<file path="config.mk">
export PLATFORM = sky130hd
export DESIGN_NAME = queen_solver_ctrl_flat
export DESIGN_NICKNAME = d
export VERILOG_FILES = /design/src/rtl/queen_solver_ctrl_pkg.sv /design/src/rtl/queen_solver_ctrl_if.sv /design/src/rtl/queen_solver_ctrl_safety.sv /design/src/rtl/queen_solver_ctrl.sv /design/src/flat_wrapper.sv
export SDC_FILE = /design/constraint.sdc
export NUM_CORES = 1
export LEC_CHECK = 0
export CORE_MARGIN = 3
export CORE_UTILIZATION = 34
export DETAILED_ROUTE_END_ITERATION = 16
export PLACE_DENSITY = 0.53
export SYNTH_ARGS = -nofsm -noshare
export SYNTH_HDL_FRONTEND = slang
export SYNTH_SLANG_ARGS = --single-unit
</file>
<file path="constraint.sdc">
create_clock -name clk -period 17.5 [get_ports clk]
set_clock_uncertainty 0.1 [all_clocks]
set_input_delay 3.5 -clock clk [delete_from_list [all_inputs] [get_ports clk]]
set_output_delay 3.5 -clock clk [all_outputs]
set_load 0.01 [all_outputs]
</file>
<file path="src/rtl/queen_solver_ctrl_pkg.sv">
// Shared types and helpers for the N-Queens backtracking controller.
package queen_solver_ctrl_pkg;

  typedef enum logic [2:0] {
    ST_IDLE,
    ST_TRY,
    ST_BACK,
    ST_DRAIN,
    ST_DONE
  } state_t;

  // Index width for a vector of n entries; never below one bit.
  function automatic int idx_bits(input int n);
    return (n <= 1) ? 1 : $clog2(n);
  endfunction

endpackage

</file>
<file path="src/rtl/queen_solver_ctrl_if.sv">
// Stack-side bus of the solver: push/pop strobes, entry to push and current top entry.
interface queen_solver_ctrl_if #(
  parameter int W = 3
);
  logic           push;
  logic           pop;
  logic [2*W-1:0] wdata;
  logic [2*W-1:0] top;

  modport master (output push, output pop, output wdata, input top);
  modport slave  (input push, input pop, input wdata, output top);
endinterface

</file>
<file path="src/rtl/queen_solver_ctrl_safety.sv">
// Occupancy index decode and attack test for one board square.
module queen_solver_ctrl_safety
  import queen_solver_ctrl_pkg::*;
#(
  parameter int N = 8,
  parameter int W = 3,
  localparam int CW = idx_bits(N),
  localparam int DW = idx_bits(2 * N - 1)
) (
  input  logic [W-1:0]   row,
  input  logic [W:0]     col,
  input  logic [N-1:0]   col_mask,
  input  logic [2*N-2:0] diag,
  input  logic [2*N-2:0] anti,
  output logic [CW-1:0]  col_idx,
  output logic [DW-1:0]  diag_idx,
  output logic [DW-1:0]  anti_idx,
  output logic           safe
);

  assign col_idx  = CW'(col);
  assign diag_idx = DW'(row) + DW'(col);
  // Wraps modulo 2^DW, which lands in range whenever col < N.
  assign anti_idx = DW'(row) + DW'(N - 1) - DW'(col);
  assign safe     = ~col_mask[col_idx] & ~diag[diag_idx] & ~anti[anti_idx];

endmodule

</file>
<file path="src/rtl/queen_solver_ctrl.sv">
// Backtracking N-Queens controller: uses an external stack as placement history,
// then drains it to stream the first solution, rows N-1 down to 0.
//
// state | meaning
// IDLE  | after reset, waiting for start
// TRY   | test candidate (r,c); push on safe, advance column otherwise
// BACK  | pop last placement, resume at its next column
// DRAIN | stream and pop the N solution entries
// DONE  | result held in done/found, waiting for start
module queen_solver_ctrl
  import queen_solver_ctrl_pkg::*;
#(
  parameter int N = 8,
  parameter int W = 3,
  localparam int CW = idx_bits(N),
  localparam int DW = idx_bits(2 * N - 1)
) (
  input  logic                       clk,
  input  logic                       reset,
  input  logic                       start,
  queen_solver_ctrl_if.master        stk,
  output logic                       busy,
  output logic                       done,
  output logic                       found,
  output logic                       sol_valid,
  output logic [2*W-1:0]             sol_data,
  output logic [15:0]                push_count
);

  localparam logic [W:0]   C_END  = (W + 1)'(N);
  localparam logic [W-1:0] R_LAST = W'(N - 1);

  state_t         state;
  logic [W-1:0]   r;
  logic [W:0]     c;
  logic [W-1:0]   k;
  logic [N-1:0]   col_mask;
  logic [2*N-2:0] diag;
  logic [2*N-2:0] anti;

  logic [W-1:0]   top_row, top_col, chk_row;
  logic [W:0]     chk_col;
  logic [CW-1:0]  col_idx;
  logic [DW-1:0]  diag_idx, anti_idx;
  logic           safe;

  assign top_row = stk.top[2*W-1:W];
  assign top_col = stk.top[W-1:0];

  // In BACK the mask bits to release belong to the entry on top of the stack.
  assign chk_row = (state == ST_BACK) ? top_row : r;
  assign chk_col = (state == ST_BACK) ? {1'b0, top_col} : c;

  queen_solver_ctrl_safety #(.N(N), .W(W)) u_safety (
    .row      (chk_row),
    .col      (chk_col),
    .col_mask (col_mask),
    .diag     (diag),
    .anti     (anti),
    .col_idx  (col_idx),
    .diag_idx (diag_idx),
    .anti_idx (anti_idx),
    .safe     (safe)
  );

  // Stack strobes are decoded from the current state so each pop is visible
  // on stack_top in the very next cycle, which BACK and DRAIN rely on.
  assign stk.push  = (state == ST_TRY) && (c != C_END) && safe;
  assign stk.pop   = (state == ST_BACK) || (state == ST_DRAIN);
  assign stk.wdata = stk.push ? {r, c[W-1:0]} : '0;
  assign sol_valid = (state == ST_DRAIN);
  assign sol_data  = sol_valid ? stk.top : '0;

  always_ff @(posedge clk) begin
    if (reset) begin
      state      <= ST_IDLE;
      r          <= '0;
      c          <= '0;
      k          <= '0;
      col_mask   <= '0;
      diag       <= '0;
      anti       <= '0;
      busy       <= 1'b0;
      done       <= 1'b0;
      found      <= 1'b0;
      push_count <= '0;
    end else begin
      case (state)
        ST_IDLE, ST_DONE: begin
          if (start) begin
            r          <= '0;
            c          <= '0;
            k          <= '0;
            col_mask   <= '0;
            diag       <= '0;
            anti       <= '0;
            push_count <= '0;
            done       <= 1'b0;
            found      <= 1'b0;
            busy       <= 1'b1;
            state      <= ST_TRY;
          end
        end
        ST_TRY: begin
          if (c == C_END) begin
            if (r == '0) begin
              done     <= 1'b1;
              found    <= 1'b0;
              busy     <= 1'b0;
              col_mask <= '0;
              diag     <= '0;
              anti     <= '0;
              state    <= ST_DONE;
            end else begin
              state <= ST_BACK;
            end
          end else if (safe) begin
            col_mask[col_idx] <= 1'b1;
            diag[diag_idx]    <= 1'b1;
            anti[anti_idx]    <= 1'b1;
            if (push_count != 16'hFFFF) push_count <= push_count + 16'd1;
            if (r == R_LAST) begin
              k     <= '0;
              state <= ST_DRAIN;
            end else begin
              r <= r + 1'b1;
              c <= '0;
            end
          end else begin
            c <= c + 1'b1;
          end
        end
        ST_BACK: begin
          col_mask[col_idx] <= 1'b0;
          diag[diag_idx]    <= 1'b0;
          anti[anti_idx]    <= 1'b0;
          r                 <= top_row;
          c                 <= {1'b0, top_col} + 1'b1;
          state             <= ST_TRY;
        end
        ST_DRAIN: begin
          if (k == R_LAST) begin
            done     <= 1'b1;
            found    <= 1'b1;
            busy     <= 1'b0;
            col_mask <= '0;
            diag     <= '0;
            anti     <= '0;
            state    <= ST_DONE;
          end else begin
            k <= k + 1'b1;
          end
        end
        default: state <= ST_IDLE;
      endcase
    end
  end

endmodule

</file>
<file path="src/flat_wrapper.sv">
// flat-port wrapper written by rule: the top's interface ports become plain ports
module queen_solver_ctrl_flat import queen_solver_ctrl_pkg::*;
#(
  parameter int N = 8,
  parameter int W = 3,
  localparam int CW = idx_bits(N),
  localparam int DW = idx_bits(2 * N - 1)
)
  (clk, reset, start, busy, done, found, sol_valid, sol_data, push_count, stk_push, stk_pop, stk_wdata, stk_top);
  queen_solver_ctrl_if #(.W(W)) stk_i ();
  input  logic clk;
  input  logic reset;
  input  logic start;
  output logic busy;
  output logic done;
  output logic found;
  output logic sol_valid;
  output logic [2*W-1:0] sol_data;
  output logic [15:0] push_count;
  output wire logic [$bits(stk_i.push)-1:0] stk_push;
  output wire logic [$bits(stk_i.pop)-1:0] stk_pop;
  output wire logic [$bits(stk_i.wdata)-1:0] stk_wdata;
  input wire logic [$bits(stk_i.top)-1:0] stk_top;
  assign stk_push = stk_i.push;
  assign stk_pop = stk_i.pop;
  assign stk_wdata = stk_i.wdata;
  assign stk_i.top = stk_top;
  queen_solver_ctrl #(.N(N), .W(W)) u_core (.clk(clk), .reset(reset), .start(start), .stk(stk_i), .busy(busy), .done(done), .found(found), .sol_valid(sol_valid), .sol_data(sol_data), .push_count(push_count));
endmodule
</file>
-- Word-level counts from Yosys, hierarchy flattened
Index checks and enable logic that the tools add are counted.
- bits of input ports: 9
- bits in registers: 70
- output and inout port bits: 34
- equal/unequal tests: 23
- add/subtract/negate cells: 8
- reduce and logical (&&, ||, !) cells: 20
- bitwise operators: 14
- mux-type cells: 69
- $lt $le $gt $ge: 6
- operators with widths (kind ; count):
    case mux 15 bit (4 select lines) ; 2
    two-way mux 15 bit ; 7
    two-way mux 16 bit ; 4
    two-way mux 3 bit ; 15
    two-way mux 8 bit ; 5
    case mux 16 bit (2 select lines) ; 1
    case mux 8 bit (4 select lines) ; 1
    AND 15 bit ; 2
    NOT 15 bit ; 2
    OR 15 bit ; 2
    two-way mux 4 bit ; 5
    AND reduction 5 bit ; 4
    inequality test 2 bit, second input constant ; 9
    case mux 3 bit (3 select lines) ; 2
    adder 16 x 1 -> 16 bit, second input constant ; 1
    inequality test 16 bit, second input constant ; 1
    two-way mux 1 bit ; 14
    two-way mux 6 bit ; 2
    case mux 3 bit (4 select lines) ; 1
    case mux 4 bit (3 select lines) ; 1
    less-than comparator 4 x 5 -> 1 bit, second input constant ; 2
    == test 3 bit, second input constant ; 3
    inequality test 3 bit, second input constant ; 3
    case mux 1 bit (3 select lines) ; 3
    33 further kinds ; 48

-- Logic depth before layout (Yosys ltp)
Gate-level depths: netlist of the first run.
- depth in word-level cells: 12
- gate-level depth with buffers: 19
- gate-level depth less buffers: 12

-- Hierarchy
Synthesis of the first run repeated with hierarchy kept, for this count alone.
- cell total of the unflattened synthesis: 546
- area total of the unflattened synthesis: 4590.7 µm²
- by module, submodules not included (module ; area an instance (µm²) ; sequential area each (µm²) ; times used ; cells each):
    queen_solver_ctrl ; 4042.6 ; 1401.3 ; 1 ; 492
    queen_solver_ctrl_safety ; 548.0 ; 0.0 ; 1 ; 54

-- Worst setup path before layout of the first run
No wires, ideal clock.
- kind: input to output
- from: input stk_top[1]
- to: output stk_wdata[5]
- cell stages on the path: 13
- arrival time: 7.021 ns
- path slack: 6.879 ns
- path buffers: 3
- cells stage by stage: clkbuf_1 mux2i_1 inv_1 ha_1 or4b_1 nand4_1 or3b_2 and2_1 o311a_1 o211a_1 buf_2 buf_2 and3_1
- cells in the longest elaborated chain, start to end: 9
- ends and longest elaborated chain (element ; line ; text):
    from (decl) ; flat_wrapper.sv:23 ; input wire logic [$bits(stk_i.top)-1:0] stk_top;
    two-way mux 4 bit * ; queen_solver_ctrl.sv:52 ; assign chk_col = (state == ST_BACK) ? {1'b0, top_col} : c;
    adder 3 x 4 -> 4 bit ; queen_solver_ctrl_safety.sv:22 ; assign diag_idx = DW'(row) + DW'(col);
    binary-select mux 1 bit (select 4 bit) ; queen_solver_ctrl_safety.sv:25 ; assign safe = ~col_mask[col_idx] & ~diag[diag_idx] & ~anti[anti_idx];
    two-way mux 1 bit (implied by the code) ; queen_solver_ctrl_safety.sv:25 ;
    NOT 1 bit ; queen_solver_ctrl_safety.sv:25 ;
    AND 1 bit ; queen_solver_ctrl_safety.sv:25 ;
    AND 1 bit * ; queen_solver_ctrl_safety.sv:25 ;
    logical AND 1 bit * ; queen_solver_ctrl.sv:68 ; assign stk.push = (state == ST_TRY) && (c != C_END) && safe;
    two-way mux 6 bit * ; queen_solver_ctrl.sv:70 ; assign stk.wdata = stk.push ? {r, c[W-1:0]} : '0;
    to (decl) ; flat_wrapper.sv:22 ; output wire logic [$bits(stk_i.wdata)-1:0] stk_wdata;
Mark *: on every way between the ends. The rest lies on a longest branch, timed or not. The select of a mux whose other input is x is not followed.

-- Final worst setup path of the first run
- from: input stk_top[1]
- to: output stk_push
- cells in the longest elaborated chain, start to end: 8
- ends and longest elaborated chain (element ; line ; text):
    two-way mux 4 bit * ; queen_solver_ctrl.sv:52 ;
    adder 3 x 4 -> 4 bit ; queen_solver_ctrl_safety.sv:22 ;
    binary-select mux 1 bit (select 4 bit) ; queen_solver_ctrl_safety.sv:25 ;
    two-way mux 1 bit (implied by the code) ; queen_solver_ctrl_safety.sv:25 ;
    NOT 1 bit ; queen_solver_ctrl_safety.sv:25 ;
    AND 1 bit ; queen_solver_ctrl_safety.sv:25 ;
    AND 1 bit * ; queen_solver_ctrl_safety.sv:25 ;
    logical AND 1 bit * ; queen_solver_ctrl.sv:68 ;
    to (decl) ; flat_wrapper.sv:20 ; output wire logic [$bits(stk_i.push)-1:0] stk_push;
Marks and branches as above.

==> metrics.txt, run 1 <==
diodes inserted=0; r2r setup slk=about 12 ns; slowest CP cell=clkdlybuf4s50_1; crit-path max cell delay=~0.63 ns; Commonest cells post-synth=dfxtp_1 (70), nor2_1 (62), nand2_1 (57), a21oi_1 (53), clkbuf_1 (40); Setup Crit Path Kind=in2out; worst skew pair latency=around 0.34 ns; htree depth=3; Post-Synth XOR/XNOR Area=0.01424; clock sinks=70; Post-synth top flop=dfxtp_1; critical-path cell list=clkdlybuf4s50_1 -> mux2i_1 -> inv_1 -> ha_1 -> or4b_1 -> nand4_1 -> or3b_2 -> and2_1 -> o311a_1 -> o211ai_4 -> nor2_1 -> clkdlybuf4s50_1; DR vias/cell=around 6.1; grt ovf=0; Async SR Flop Fraction=0; Die H=around 130 microns; Final Setup Violations=0; Critical Path End Type=output port; leakage=between 2 and 2.5 nW; CTS tree=done; unrepaired setup endpoints after global routing=false; Syn Std Cell Area=roughly 0.0049 sq mm; site row count=between 40 and 50; startpoint types=primary input; unique cell type count in the Yosys netlist=between 60 and 70; Switching Fraction=0.4353; slew margin rel.=0.1803; Synth Area in Adders=0.03305; FF/Latch Area=0.001401 sq mm; syn avg cell area=7.713 sq um; post-route ant nets=0; final cycle utilization of the critical path=0.6785; crit path from=stk_top[1]; VDD IR max=66.18 uV; via count=5091; GR Util All Layers=0.2026; count of boundary I/O pins=between 40 and 50; minimum clock period=about 12 ns; synth top area cells=dfxtp_1 (28%), a21oi_1 (5.4%), nor2_1 (4.7%); compound-cell area share of the yosys netlist=0.2759; Mapped Cells=about 640; Starting Density=0.3504; die footprint=between 0.015 and 0.02 sq mm; clock root buffer=clkbuf_16; post-synth top area share=0.2848; Slew @ Worst Pin=approximately 1.2 ns; DP HPWL=roughly 11000 microns; Max Cap Viol=0; status=completed; Post-Route WL=16160 microns; first-pass GRT wire length=26450 microns; Final Slew Violations=0; Yosys warning total=0; Psw=roughly 0.00027 W; DRT iter0 DRCs=~480; Hold Buf Count CTS=0; Tot Pwr=slightly above 0.0006 W; nets=between 600 and 700; CP most frequent cell=clkdlybuf4s50_1; Reg-to-Reg End=u_core.col_mask[4]; FF-to-FF path depth=14; maximum fanout along the worst path=19; internal power=roughly 0.00035 W; multiplexer share of the synthesized area=0.06662; # port buffers=between 40 and 50; pwr dens=about 110 mW/mm^2; core area=about 0.014 sq mm; WP data arrival=8.27 ns; fmax=about 84 MHz; vias in the first global route=around 5000; post-synthesis sequential area ratio=0.2848; Synthesized Nets=660; reg2reg start=u_core.state[1]; initial antenna violation count=0; Post-synth EDFFs=0; Post-CTS Resized=0; required time of the critical path=between 10 and 15 ns; Longest Clk Path Bufs=2; area leader, netlist=dfxtp_1; # DRC=0; post-DR wirelength/cell=between 15 and 20 microns; largest net degree at the start of global routing=60; count leader, synth=dfxtp_1; drt pass-1 iters=5; synthesized flop and latch total=70; TritonCTS buffer count=9; Clk pwr share=0.289; Multi-input gate area=0.003267 sq mm; placer's final routability congestion estimate=approximately 0.89; post-CTS repair timing setup buffer count=0; largest family of logic cells by synthesized area=compound AO/OA/AOI/OAI gates; Logic pwr share=0.429; Hold Fails Final Rpt=0; fill count=approximately 1400; Hold Path Class=reg2reg; share of layout cells above drive strength 1=0.08384; Layout area overhead=16.04%; end of the critical path=stk_push; clk slew on worst S/H paths=0.06 ns; die width=between 100 and 150 microns; setup TNS=0 ns; Simple-Gate Fraction of Synth Area=0.2726; Reg power frac=0.282
## per-stage QoR
stage | hold slack (ns) | area, sq um | util | setup slack, ns | cells
finish | 0.3560 | 5710 | 0.4067 | 5.626 | 836
global route | 0.3879 | 5710 | 0.4067 | 5.407 | 836
CTS | 0.3586 | 5710 | 0.4067 | 5.739 | 836
detailed placement | 0.3506 | 5421 | 0.3861 | 5.765 | 820
global placement | 0.3472 | 5421 | 0.3861 | 5.832 | 820
floorplan | 0.3381 | 4921 | - | 6.879 | 638
## power groups by stage
stage,sequential (W),combinational [W],clock (W)
global placement,0.000179,0.000260,0
finish,0.000175,0.000267,0.000180
global route,0.000176,0.000290,0.000191
floorplan,0.000175,0.000199,0
detailed placement,0.000179,0.000262,0
CTS,0.000175,0.000263,0.000183
## registers in the layout, summed over array words and instances (netlist names), 3 cells and up
signal / count
u_core.anti: 15
u_core.state: 3
u_core.diag: 15
u_core.push_count: 16
u_core.r: 3
u_core.c: 4
u_core.k: 3
u_core.col_mask: 8
## cell families after synthesis
group | count (synthesis)
compound gates | 196
buf+inv | 61
mux | 26
simple gates | 264
fa+ha+maj | 13
xor+xnor | 8
flops | 70
## worst min path at each step
stage,from,to,slack [ns],cells after the start
3_5_place_dp,u_core.done,u_core.done,0.35,2
3_3_place_gp,u_core.done,u_core.done,0.35,2
2_1_floorplan,u_core.diag[14],u_core.diag[14],0.34,2
6_report,u_core.done,u_core.done,0.36,2
4_1_cts,u_core.done,u_core.done,0.36,2
5_1_grt,u_core.done,u_core.done,0.39,2
## area by class of cell
cell class                 count  share of cell area
clock buffer                  14             0.04798
timing repair buffer          51             0.08457
clock inverter                 2            0.002629
inverter                      12            0.007888
tap                          180             0.03944
sequential                    70              0.2454
multi-input combinational    507              0.5721
## cell usage in the layout (no fill, tap or decap), types with 6 or more instances in the layout
| cell type | netlist | layout |
|---|---|---|
| dfxtp_1 | 70 | 70 |
| nor2_1 | 62 | 61 |
| nand2_1 | 57 | 57 |
| a21oi_1 | 53 | 53 |
| clkdlybuf4s50_1 | 0 | 41 |
| o21ai_0 | 34 | 34 |
| nand3_1 | 27 | 27 |
| and3_1 | 21 | 21 |
| nor3_1 | 18 | 18 |
| a31oi_1 | 16 | 16 |
| nand4_1 | 14 | 14 |
| mux2i_1 | 14 | 14 |
| ha_1 | 13 | 13 |
| inv_1 | 12 | 12 |
| and2_1 | 12 | 12 |
| a211oi_1 | 11 | 11 |
| nor2b_1 | 9 | 9 |
| clkbuf_16 | 0 | 9 |
| buf_4 | 1 | 9 |
| nand2b_1 | 8 | 8 |
| or3_1 | 8 | 8 |
| o221a_2 | 7 | 7 |
| mux2_2 | 6 | 6 |
| xnor2_1 | 6 | 6 |
| o311a_1 | 6 | 6 |
| a21o_1 | 6 | 6 |
| a22oi_1 | 6 | 6 |
| a41oi_1 | 6 | 6 |
## per-layer routing
metal  vias up  track usage  routed length [microns]
li1       2426            -                        -
met1      2463       0.2748                     7484
met2       185       0.3296                     7587
met3        17      0.04253                      919
met4         0      0.05237                      172
met5         -            0                        0
## worst max-delay path, delay by kind of cell
kind | cells | cell delay [ns]
adder cells (fa/ha/maj) | 1 | 0.36
AND/OR/NAND/NOR | 5 | 1.44
buffers and inverters | 3 | 1.36
multiplexers | 1 | 0.54
AO/OA/AOI/OAI | 2 | 1.06
Power figures use the tool's default switching activity.
==> inputs of run 2 (changes only) <==
--- a/config.mk
+++ b/config.mk
@@ -8,7 +8,7 @@
 export CORE_MARGIN = 3
 export CORE_UTILIZATION = 34
 export DETAILED_ROUTE_END_ITERATION = 16
-export PLACE_DENSITY = 0.53
+export PLACE_DENSITY = 0.55
 export SYNTH_ARGS = -nofsm -noshare
 export SYNTH_HDL_FRONTEND = slang
 export SYNTH_SLANG_ARGS = --single-unit
==> constraint.sdc (replaced) <==
create_clock -name clk -period 10.4 [get_ports clk]
set_clock_uncertainty 0.1 [all_clocks]
set_input_delay 2.08 -clock clk [delete_from_list [all_inputs] [get_ports clk]]
set_output_delay 2.08 -clock clk [all_outputs]
set_load 0.01 [all_outputs]
==> metrics.txt, run 2 (same netlist as run 1, synthesis figures left out) <==
clock sinks=70 (unchanged); Switching Fraction=0.4362 (+0.0008936); internal power=0.0006012 W (+71%); status=completed; fmax=around 110 MHz; maximum fanout along the worst path=19 (unchanged); core area=0.01404 sq mm (unchanged); Starting Density=0.3504 (unchanged); Hold Fails Final Rpt=0 (unchanged); Top reg by flops=u_core.push_count; # DRC=0 (unchanged); nets=674 (+0.15%); required time of the critical path=8.22 ns (-5.68 ns); Final Slew Violations=0 (unchanged); unrepaired setup endpoints after global routing=false; via count=5155 (+1.3%); leakage=2.152 nW (+0.84%); CP delay by family, top=simple AND/OR/NAND/NOR gates; Post-Route WL=16220 microns (+0.35%); Psw=0.0004652 W (+72%); die footprint=0.01595 sq mm (unchanged); CTS tree=done; DR vias/cell=6.159 (+1.1%); drt pass-1 iters=5 (unchanged); Slew @ Worst Pin=1.081 ns (-0.1488 ns); Longest Clk Path Bufs=2 (unchanged); slew margin rel.=0.2743 (+0.09401); htree depth=3 (unchanged); first-pass GRT wire length=26790 microns (+1.3%); Max Cap Viol=0 (unchanged); post-route ant nets=0 (unchanged); Final Setup Violations=0 (unchanged); worst skew pair latency=0.34 ns (about the same); most frequent cells in the layout=dfxtp_1 (70), nor2_1 (61), nand2_1 (57), a21oi_1 (53), clkdlybuf4s50_1 (41); Die H=126.3 microns (unchanged); non-filler cells, final=837 (+0.12%); Hold Path Class=reg2reg; diodes inserted=0 (unchanged); Post-CTS Resized=0 (unchanged); Logic pwr share=0.427 (-0.002); slowest CP cell=clkdlybuf4s50_1; placer's final routability congestion estimate=0.9065 (+2.2%); site row count=43 (unchanged); count of boundary I/O pins=43 (unchanged); Setup Crit Path Kind=in2out; Layout area overhead=16.43%; Buf+Inv Stages, Crit Path=3 (unchanged); most common cell after layout, fill and taps aside=dfxtp_1; die width=126.3 microns (unchanged); post-DR wirelength/cell=19.38 microns (+0.23%); clock root buffer=clkbuf_16; DP HPWL=10760 microns (+0.23%); share of layout cells above drive strength 1=0.08828 (+0.004439); Reg power frac=0.277 (-0.005); critical-path cell list=clkdlybuf4s50_1 -> mux2i_1 -> inv_1 -> ha_1 -> or4b_1 -> nand4_1 -> or3b_2 -> and2_1 -> o311a_1 -> o211ai_4 -> nor2_1 -> clkdlybuf4s50_1; clk slew on worst S/H paths=0.06 ns (about the same); # port buffers=42 (unchanged); largest net degree at the start of global routing=60 (unchanged); number of flip-flops in the largest register=16 (unchanged); Largest regs=u_core.push_count (16), u_core.anti (15), u_core.diag (15); VDD IR max=103.2 uV (+56%); GR Util All Layers=0.2036 (+0.0009909); grt ovf=0 (unchanged); post-CTS repair timing setup buffer count=0 (unchanged); startpoint types=primary input; setup TNS=0 ns (unchanged); TritonCTS buffer count=9 (unchanged); pwr dens=186.1 mW/mm^2 (+71%); placed cells=821 (+0.12%); WP data arrival=6.84 ns (-1.43 ns); Critical Path End Type=output port; vias in the first global route=5196 (+5.8%); final cycle utilization of the critical path=0.8678; minimum clock period=~9 ns; initial antenna violation count=0 (unchanged); DRT iter0 DRCs=446 (-6.3%); Clk pwr share=0.296 (+0.007); crit-path max cell delay=0.60 ns (-0.03 ns); Hold Buf Count CTS=0 (unchanged); CP most frequent cell=clkdlybuf4s50_1
[run 2: changes by cell type in the layout (fill, tap and decap cells not counted), sizes merged]
| cell | delta |
|---|---|
| clkbuf | -4 |
| clkinvlp | -1 |
| clkinv | +4 |
| buf | +1 |
| bufinv | +1 |
[run 2: per-stage QoR]
stage	cell area [sq um]	util	worst slack [ns]	total power, W	hold slack [ns]
5_1_grt	5729	0.4080	1.098	0.001121	0.4019
3_5_place_dp	5429	0.3866	1.491	0.0007450	0.3531
3_3_place_gp	5429	0.3866	1.589	0.0007360	0.3469
2_1_floorplan	4921	-	2.619	0.0006293	0.3381
4_1_cts	5729	0.4080	1.413	0.001062	0.3669
6_report	5729	0.4080	1.375	0.001066	0.3797
[run 2: worst paths after layout]
kind	startpoint	endpoint	depth (start not counted)	slack, ns
worst max-delay path	stk_top[1]	stk_push	12	1.38
worst min-delay path	u_core.done	u_core.done	2	0.38
worst max register to register	u_core.state[1]	u_core.col_mask[5]	14	4.49
worst min register to register	u_core.done	u_core.done	2	0.38
[run 2: layout make-up]
| type | count | area (sq um) |
|---|---|---|
| clock buffers | 10 | 239.0 |
| clock inverters | 6 | 61.31 |
| fillers | 1427 | 8313 |
| inverters | 12 | 45.04 |
| multi-input cells | 507 | 3267 |
| flip-flops and latches | 70 | 1401 |
| well taps | 180 | 225.2 |
| repair buffers | 52 | 490.5 |
[run 2: tightest hold or removal path, delay by kind of cell, from the launching register on]
kind	cells	cell delay (ns)
AOI/OAI and AO/OA	1	0.05
and+or+nand+nor	1	0.06
DFF	1	0.33
[run 2: layer usage]
layer	GRT usage	wire (microns)	vias to the layer above
met5	0	0	-
met3	0.04295	942	30
met4	0.08265	398	0
li1	-	-	2426
met1	0.2669	7272	2524
met2	0.3274	7607	175
[run 2: power by group through the flow]
stage	logic [W]	clock network [W]	registers, W
after detailed placement	0.000444	0	0.000301
after global placement	0.000436	0	0.000300
final	0.000455	0.000316	0.000295
after CTS	0.000447	0.000321	0.000295
after global routing	0.000491	0.000332	0.000297
after floorplan	0.000335	0	0.000294
==> inputs of run 3 (changes only) <==
--- a/config.mk
+++ b/config.mk
@@ -6,9 +6,10 @@
 export NUM_CORES = 1
 export LEC_CHECK = 0
 export CORE_MARGIN = 3
-export CORE_UTILIZATION = 34
+export CORE_UTILIZATION = 30
 export DETAILED_ROUTE_END_ITERATION = 16
-export PLACE_DENSITY = 0.55
+export MAX_ROUTING_LAYER = met4
+export PLACE_DENSITY = 0.5
 export SYNTH_ARGS = -nofsm -noshare
 export SYNTH_HDL_FRONTEND = slang
 export SYNTH_SLANG_ARGS = --single-unit
==> metrics.txt, run 3 (same netlist as run 1, synthesis figures left out) <==
final cycle utilization of the critical path=0.8626 (-0.005139); Reg-to-Reg End=u_core.push_count[9]; Max Used Layer=met4; Setup Crit Path Kind=in2out; core area=0.01594 sq mm (+14%); htree depth=3 (unchanged); number of flip-flops in the largest register=16 (unchanged); maximum fanout along the worst path=42 (+23); unrepaired setup endpoints after global routing=false; clock root buffer=clkbuf_16; fill count=1637 (+15%); reg2reg start=u_core.state[0]; Post-Route WL=16300 microns (+0.49%); share of layout cells above drive strength 1=0.08550 (-0.002784); VDD IR max=117.3 uV (+14%); Multi-input gate area=0.003267 sq mm (unchanged); post-DR wirelength/cell=18.71 microns (-3.4%); DR vias/cell=5.885 (-4.4%); grt ovf=0 (unchanged); clk slew on worst S/H paths=0.06 ns (about the same); slew margin rel.=0.2661 (-0.008244); # port buffers=42 (unchanged); FF-to-FF path depth=13 (-1); final setup margin=1.429 ns (+0.05345 ns); largest net degree at the start of global routing=60 (unchanged); Starting Density=0.3087 (-0.04178); via count=5126 (-0.56%); dpl ws=1.458 ns (-0.03308 ns); fmax=111.5 MHz (+0.60%); required time of the critical path=8.22 ns (about the same); first-pass GRT wire length=26100 microns (-2.6%); Post-CTS Resized=0 (unchanged); FF/Latch Area=0.001401 sq mm (unchanged); DR WL met2=7516 microns (-1.2%); Layout area overhead=17.44%; minimum hold slack=0.3667 ns (-0.01304 ns); Hold Fails Final Rpt=0 (unchanged); DRT iter0 DRCs=496 (+11%); clock sinks=70 (unchanged); most common cell after layout, fill and taps aside=dfxtp_1; leakage=2.143 nW (-0.44%); TritonCTS buffer count=9 (unchanged); Final Slew Violations=0 (unchanged); Critical Path End Type=output port; count of boundary I/O pins=43 (unchanged); initial antenna violation count=0 (unchanged); Tot Pwr=0.001069 W (+0.22%); setup TNS=0 ns (unchanged); Final Setup Violations=0 (unchanged); metal3 WL=932 microns (-1.1%); crit path from=stk_top[1]; # DRC=0 (unchanged); drt pass-1 iters=5 (unchanged); hold path start=u_core.diag[14]; DP HPWL=11090 microns (+3.1%); Slew @ Worst Pin=1.101 ns (+0.02013 ns); M1 wire length=7422 microns (+2.1%); hold path cells=2 (unchanged); status=completed; worst skew pair latency=0.34 ns (about the same); Longest Clk Path Bufs=2 (unchanged); Die H=134.1 microns (+6.2%); nets=673 (-0.15%); minimum clock period=8.971 ns (-0.05345 ns); Largest regs=u_core.push_count (16), u_core.anti (15), u_core.diag (15); Hold Path Class=reg2reg; Top reg by flops=u_core.push_count; diodes inserted=0 (unchanged); post-CTS repair timing setup buffer count=0 (unchanged); Hold Buf Count CTS=0 (unchanged); startpoint types=primary input; most frequent cells in the layout=dfxtp_1 (70), nor2_1 (61), nand2_1 (57), a21oi_1 (53), clkdlybuf4s50_1 (41); site row count=46 (+7.0%); WP data arrival=6.79 ns (-0.05 ns); r2r setup slk=4.88 ns (+0.39 ns); placer's final routability congestion estimate=0.8667 (-4.4%); end of the critical path=stk_wdata[5]; die width=134.1 microns (+6.2%); GR Util All Layers=0.1864 (-0.01717); die footprint=0.01798 sq mm (+13%); vias in the first global route=4892 (-5.9%); Max Cap Viol=0 (unchanged); CTS tree=done; post-route ant nets=0 (unchanged); pwr dens=184.9 mW/mm^2 (-0.65%)
-- run 3: cell count changes in the layout (fill, tap and decap cells not counted) --
cell,change
buf_4,-1
bufinv_16,+1
clkbuf_8,-1
clkinv_2,-2
clkinv_4,-1
clkinvlp_4,+2
-- run 3: worst min-delay path by stage --
stage	end	slack (ns)
finish	u_core.diag[14]	0.37
global route	u_core.done	0.37
CTS	u_core.done	0.37
detailed placement	u_core.done	0.36
global placement	u_core.done	0.34
floorplan	u_core.diag[14]	0.34
-- run 3: layer usage --
layer / track usage / vias up
met5: - / -
met4: 0.06618 / 0
met3: 0.04014 / 35
met2: 0.2939 / 174
met1: 0.2371 / 2475
li1: - / 2442
-- run 3: through the flow --
| step | cell area (sq um) | cells | util |
|---|---|---|---|
| 3_5_place_dp | 5466 | 856 | 0.3429 |
| 5_1_grt | 5779 | 871 | 0.3625 |
| 6_report | 5779 | 871 | 0.3625 |
| 4_1_cts | 5779 | 871 | 0.3625 |
| 2_1_floorplan | 4921 | 638 | - |
| 3_3_place_gp | 5466 | 856 | 0.3429 |
-- run 3: where the power goes --
| part | leakage (nW) | switching (W) | internal, W |
|---|---|---|---|
| registers | 0.566 | 0.0000173 | 0.000279 |
| clock network | 0.144 | 0.000124 | 0.000208 |
| logic | 1.43 | 0.000310 | 0.000130 |
-- run 3: area by class of cell --
class                           count  share of cell area
Inverter                           12            0.007794
Multi-Input combinational cell    507              0.5653
Timing Repair Buffer               51             0.08357
Clock inverter                      6             0.01515
Sequential cell                    70              0.2425
Tap cell                          216             0.04676
Clock buffer                        9             0.03897
-- run 3: worst max-delay path, cell delays in order --
cell and delay, ns:
clkdlybuf4s50_1 0.59, mux2i_1 0.53, inv_1 0.18, ha_1 0.35
or4b_1 0.49, nand4_1 0.10, or3b_2 0.49, and2_1 0.22
o311a_1 0.47, o211a_1 0.25, buf_4 0.27, and3_1 0.25
clkdlybuf4s50_1 0.48
